===== config.mk =====
export PLATFORM = sky130hd
export DESIGN_NAME = gamepad_input_conditioner
export DESIGN_NICKNAME = d
export VERILOG_FILES = /design/src/rtl/gamepad_pkg.sv /design/src/rtl/gamepad_input_conditioner_debounce.sv /design/src/rtl/gamepad_input_conditioner.sv
export SDC_FILE = /design/constraint.sdc
export NUM_CORES = 1
export LEC_CHECK = 0
export ABC_CLOCK_PERIOD_IN_PS = 2200
export CAP_MARGIN = 10
export CORE_UTILIZATION = 40
export CTS_CLUSTER_DIAMETER = 120
export DETAILED_ROUTE_END_ITERATION = 6
export SYNTH_ARGS = -nofsm -noshare
export SYNTH_HDL_FRONTEND = slang
export SYNTH_SLANG_ARGS = --single-unit

===== constraint.sdc =====
create_clock -name CLK -period 2.2 [get_ports CLK]
set_clock_uncertainty 0.05 [all_clocks]
set_input_delay 0.44 -clock CLK [delete_from_list [all_inputs] [get_ports CLK]]
set_output_delay 0.44 -clock CLK [all_outputs]
set_load 0.005 [all_outputs]

===== src/rtl/gamepad_pkg.sv =====
// Shared constants for the gamepad input path: channel map, clock rate, debounce defaults.
// Latency: n/a (constants only).
// Backpressure: n/a.
package gamepad_pkg;

    localparam int N_CH_DEFAULT        = 6;
    localparam int CH_DPAD0            = 0;
    localparam int CH_DPAD1            = 1;
    localparam int CH_A                = 2;
    localparam int CH_B                = 3;
    localparam int CH_PAUSE            = 4;
    localparam int CH_SPARE            = 5;

    localparam int CLK_HZ              = 50_000_000;
    localparam int DEBOUNCE_MS_DEFAULT = 10;

    typedef logic [N_CH_DEFAULT-1:0] btn_vec_t;

    function automatic int cycles_from_ms(input int ms);
        return (CLK_HZ / 1000) * ms;
    endfunction

endpackage


===== src/rtl/gamepad_input_conditioner_debounce.sv =====
// One button channel: synchroniser chain, debounce counter, press/release pulses, optional auto-repeat (GAMEPAD_AUTOREPEAT_EN).
// Latency: SYNC_STAGES + DEBOUNCE_CYCLES cycles from a stable pin edge to state/pulse.
// Backpressure: none; pulses are single-cycle and unbuffered.
module input_debounce_ch
    import gamepad_pkg::*;
#(
    parameter int SYNC_STAGES     = 2,
    parameter int DEBOUNCE_CYCLES = cycles_from_ms(DEBOUNCE_MS_DEFAULT),
    parameter int REPEAT_DELAY    = 25_000_000,
    parameter int REPEAT_PERIOD   = 5_000_000
) (
    input  logic core_clk,
    input  logic arst_n,
    input  logic pin_raw,
    output logic state,
    output logic press_pls,
    output logic release_pls
);

    localparam int CNT_W = $clog2(DEBOUNCE_CYCLES);
    localparam logic [CNT_W-1:0] CNT_MAX = CNT_W'(DEBOUNCE_CYCLES - 1);

    if (SYNC_STAGES < 2 || SYNC_STAGES > 4) begin : g_bad_sync
        $error("SYNC_STAGES must be 2..4");
    end
    if (DEBOUNCE_CYCLES < 2) begin : g_bad_debounce
        $error("DEBOUNCE_CYCLES must be >= 2");
    end

    logic [SYNC_STAGES-1:0] sync_q;
    logic [CNT_W-1:0]       cnt;
    logic                   raw;
    logic                   commit;
    logic                   rep_fire;

    // Input arrives polarity-normalised, so reset value 0 is the inactive pin level.
    always_ff @(posedge core_clk or negedge arst_n) begin
        if (!arst_n) begin
            sync_q <= '0;
        end else begin
            sync_q <= {sync_q[SYNC_STAGES-2:0], pin_raw};
        end
    end

    assign raw    = sync_q[SYNC_STAGES-1];
    assign commit = (raw != state) && (cnt == CNT_MAX);

    always_ff @(posedge core_clk or negedge arst_n) begin
        if (!arst_n) begin
            cnt         <= '0;
            state       <= 1'b0;
            press_pls   <= 1'b0;
            release_pls <= 1'b0;
        end else begin
            press_pls   <= (commit & raw) | rep_fire;
            release_pls <= commit & ~raw;
            if (raw == state) begin
                cnt <= '0;
            end else if (commit) begin
                state <= raw;
                cnt   <= '0;
            end else begin
                cnt <= cnt + 1'b1;
            end
        end
    end

`ifdef GAMEPAD_AUTOREPEAT_EN
    localparam int HOLD_W = $clog2(REPEAT_DELAY);
    localparam logic [HOLD_W-1:0] HOLD_MAX    = HOLD_W'(REPEAT_DELAY - 1);
    localparam logic [HOLD_W-1:0] HOLD_RELOAD = HOLD_W'(REPEAT_DELAY - REPEAT_PERIOD);

    if (REPEAT_DELAY < 2 || REPEAT_PERIOD < 1 || REPEAT_PERIOD > REPEAT_DELAY) begin : g_bad_repeat
        $error("need REPEAT_DELAY >= 2 and 1 <= REPEAT_PERIOD <= REPEAT_DELAY");
    end

    logic [HOLD_W-1:0] hold_cnt;

    // Release edge takes priority so a repeat never lands on the release cycle.
    assign rep_fire = state && !commit && (hold_cnt == HOLD_MAX);

    // Reloading to DELAY-PERIOD makes every later repeat exactly PERIOD cycles apart.
    always_ff @(posedge core_clk or negedge arst_n) begin
        if (!arst_n) begin
            hold_cnt <= '0;
        end else if (!state || commit) begin
            hold_cnt <= '0;
        end else if (rep_fire) begin
            hold_cnt <= HOLD_RELOAD;
        end else begin
            hold_cnt <= hold_cnt + 1'b1;
        end
    end
`else
    assign rep_fire = 1'b0;
`endif

endmodule


===== src/rtl/gamepad_input_conditioner.sv =====
// N-channel GPIO button conditioner: polarity normalise, synchronise, debounce, press/release pulses; GAMEPAD_AUTOREPEAT_EN adds held-button repeat.
// Latency: SYNC_STAGES + DEBOUNCE_CYCLES cycles pin edge to btn_state/pulse; any_press same cycle as btn_press.
// Backpressure: none; outputs are levels and single-cycle pulses.
module gamepad_input_conditioner
    import gamepad_pkg::*;
#(
    parameter int N_CH            = N_CH_DEFAULT,
    parameter int SYNC_STAGES     = 2,
    parameter int DEBOUNCE_CYCLES = cycles_from_ms(DEBOUNCE_MS_DEFAULT),
    parameter bit ACTIVE_LOW      = 1'b1,
    parameter int REPEAT_DELAY    = 25_000_000,
    parameter int REPEAT_PERIOD   = 5_000_000
) (
    input  logic            CLK,
    input  logic            RESET,
    input  logic [N_CH-1:0] pin_in,
    output logic [N_CH-1:0] btn_state,
    output logic [N_CH-1:0] btn_press,
    output logic [N_CH-1:0] btn_release,
    output logic            any_press
);

    logic [N_CH-1:0] pin_norm;

    // XOR with a constant is a plain wire/inverter, so it is safe ahead of the synchroniser.
    assign pin_norm = pin_in ^ {N_CH{ACTIVE_LOW}};

    for (genvar i = 0; i < N_CH; i++) begin : g_ch
        input_debounce_ch #(
            .SYNC_STAGES     (SYNC_STAGES),
            .DEBOUNCE_CYCLES (DEBOUNCE_CYCLES),
            .REPEAT_DELAY    (REPEAT_DELAY),
            .REPEAT_PERIOD   (REPEAT_PERIOD)
        ) u_ch (
            .core_clk    (CLK),
            .arst_n      (RESET),
            .pin_raw     (pin_norm[i]),
            .state       (btn_state[i]),
            .press_pls   (btn_press[i]),
            .release_pls (btn_release[i])
        );
    end

    assign any_press = |btn_press;

endmodule


==> metrics.txt <==
outcome=finished, final reports clean; GRT Total Usage=0.165; Hold Path End=g_ch[4].u_ch.sync_q[1]; overall power of the completed layout=0.00567 W; hold_sp=g_ch[4].u_ch.sync_q[0]; Critical Path AT=2.38 ns; first-pass GRT wire length=23.8 mm; CTS sink cnt=144; area leader, netlist=dfrtp_1; WL/cell=14.0 um; Syn. warnings=0; TNS Setup=0 ns; CP Capture Type=flop; Netlist cell types=45; Req. time, crit path=2.45 ns; FF-to-FF Start=g_ch[3].u_ch.cnt[14]; NumNets Final=745; CTS tree=yes; HP Class=reg2reg; top_reg_cell synth=dfrtp_1; core footprint=0.0168 sq mm; total number of vias=5087; slew margin rel.=0.580; worst r2r dst=g_ch[3].u_ch.state; Worst-Margin Slew=0.624 ns; Synth-to-Final Area Change=16.1%; top-count cell post-synth=dfrtp_1; later-pin clock latency in the skew report=0.41 ns; Starting Density=0.415; clock transition at the registers of the reported paths=0.05 ns; Tmin final=2.13 ns; fraction of registers with async set or reset after synthesis=1.00; Die Y=134 um; vias per cell=5.29; Routability Congestion=0.845; Min-Delay Path Depth=0; gate count of the mapped netlist=695; CTS buffer count=17; largest net degree at the start of global routing=51; share of the yosys chip area belonging to registers=0.519; Critical Setup Path Class=reg2reg; initial antenna violation count=0; Clock Path Buffers=2; fin crit share=0.968; WL final=13.5 mm; Worst Reg-to-Reg Cells=4; hpwl dp=9.44 mm; synth top area cells=dfrtp_1, xnor2_1, nor2_1, xor2_1, nand4_1; unrepaired setup endpoints after global routing=false; Iter 0 DRT Violations=300; Hold Vio Cnt, Final=0; Detail Route Antenna Nets=0; Worst Path Max Fanout=3; Synth top cells by count=dfrtp_1, nor2_1, xnor2_1; vias in the first global route=5063; area of the mapped netlist=0.00695 sq mm; EDFF count, synth=0; R2R Setup Slk=0.07 ns; maximum vdd drop=0.600 mV; Post-Syn Nets=709; Root Driver=clkbuf_16; max_cap viols=0; H-tree Lvls=4; drt first pass iters=5; Yosys top cell area share=0.519; DIE WIDTH=134 um; num rows=47; Yosys reg bits=144; DRC violations left=0; ant diodes=0; pwr/cell area=703 mW/mm^2; GRT overflow=0; endpoints failing setup=0; startpoint types=flop; # IOs=27; die area=0.0179 sq mm; Pins Over Slew Limit=0; Mean Syn Cell Area=10.0 sq um; share of layout cells above drive strength 1=0.0930; fmax=469 MHz; Leak=3.19 nW; IO Port Bufs=26
## what timing repair did
item                                   in CTS  in global routing
pin swaps                                   0                  2
setup endpoints to repair                   1                  5
endpoints found under the hold margin      47                  0
resized for setup                           1                  3
hold buffers                                1                  0
setup buffers                               0                  2
## cells in the final DEF (no fill, tap or decap), drive strengths merged, types with 10 or more instances in the layout
cell / Yosys / routed
a21oi: 17 / 17
buf: 20 / 22
clkbuf: 11 / 24
clkdlybuf4s50: 0 / 25
dfrtp: 144 / 144
inv: 26 / 26
nand2: 37 / 37
nand3: 43 / 43
nand4: 36 / 36
nor2: 114 / 114
nor3: 25 / 25
nor4: 27 / 27
o21ai: 10 / 10
or3: 10 / 10
or4: 12 / 12
xnor2: 63 / 63
xor2: 28 / 28
## layer usage
layer  GRT usage  routed length (um)  vias to the layer above
met2       0.268                6480                       82
li1            -                   -                     2487
met4      0.0467                  77                        0
met3      0.0423                 423                        8
met1       0.219                6510                     2510
met5           0                   0                        -
## final cells by class
cell class | count | area, sq um
Tap cell | 220 | 275
Fill cell | 1533 | 8700
Multi-Input combinational cell | 494 | 3070
Clock inverter | 6 | 82.6
Inverter | 26 | 97.6
Sequential cell | 144 | 3600
Timing Repair Buffer | 48 | 454
Clock buffer | 24 | 482
## kinds of logic after synthesis
logic type | after synthesis | synth area share
AOI/OAI and AO/OA | 39 | 0.0353
xor gates and xnor gates | 91 | 0.115
adders and majority gates | 6 | 0.0108
buffers and inverters | 57 | 0.0420
DFF | 144 | 0.519
muxes | 6 | 0.00936
and+or+nand+nor | 352 | 0.269
## per-stage QoR
stage	hold WS, ns	std cells	area [sq um]	setup WS (ns)	util
detailed placement	0.286	929	7460	0.0825	0.445
floorplan	0.0944	695	6950	0.155	-
finish	0.297	962	8060	0.0693	0.481
global route	0.301	962	8060	0.00872	0.481
CTS	0.299	960	8030	0.0158	0.479
global placement	0.282	929	7460	0.107	0.445
## worst max-delay path, cell delays in order (launching register included)
cell     delay (ns)
dfrtp_1        0.41
or4_1          0.55
or4_4          0.54
nor2_2         0.14
mux2_2         0.33
## flip-flops by register name (all words and copies together), names as in the netlist
signal	count
g_ch.u_ch.state	6
g_ch.u_ch.release_pls	6
g_ch.u_ch.sync_q	12
g_ch.u_ch.cnt	114
g_ch.u_ch.press_pls	6
## report_power, final
part / internal [W] / switching, W / leakage, nW / total [W]
clock: 0.00174 / 0.00101 / 0.276 / 0.00275
combinational: 0.0000639 / 0.000120 / 0.944 / 0.000184
sequential: 0.00269 / 0.0000444 / 1.97 / 0.00273
## worst max-delay path by stage
stage	from	to	slack, ns
floorplan	g_ch[3].u_ch.cnt[14]	g_ch[3].u_ch.state	0.16
global placement	g_ch[3].u_ch.cnt[14]	g_ch[3].u_ch.state	0.11
detailed placement	g_ch[3].u_ch.cnt[14]	g_ch[3].u_ch.state	0.08
CTS	g_ch[3].u_ch.press_pls	any_press	0.02
global route	g_ch[5].u_ch.press_pls	any_press	0.009
finish	g_ch[3].u_ch.cnt[14]	g_ch[3].u_ch.state	0.07
Note: power is estimated with default switching activity, not from simulation.
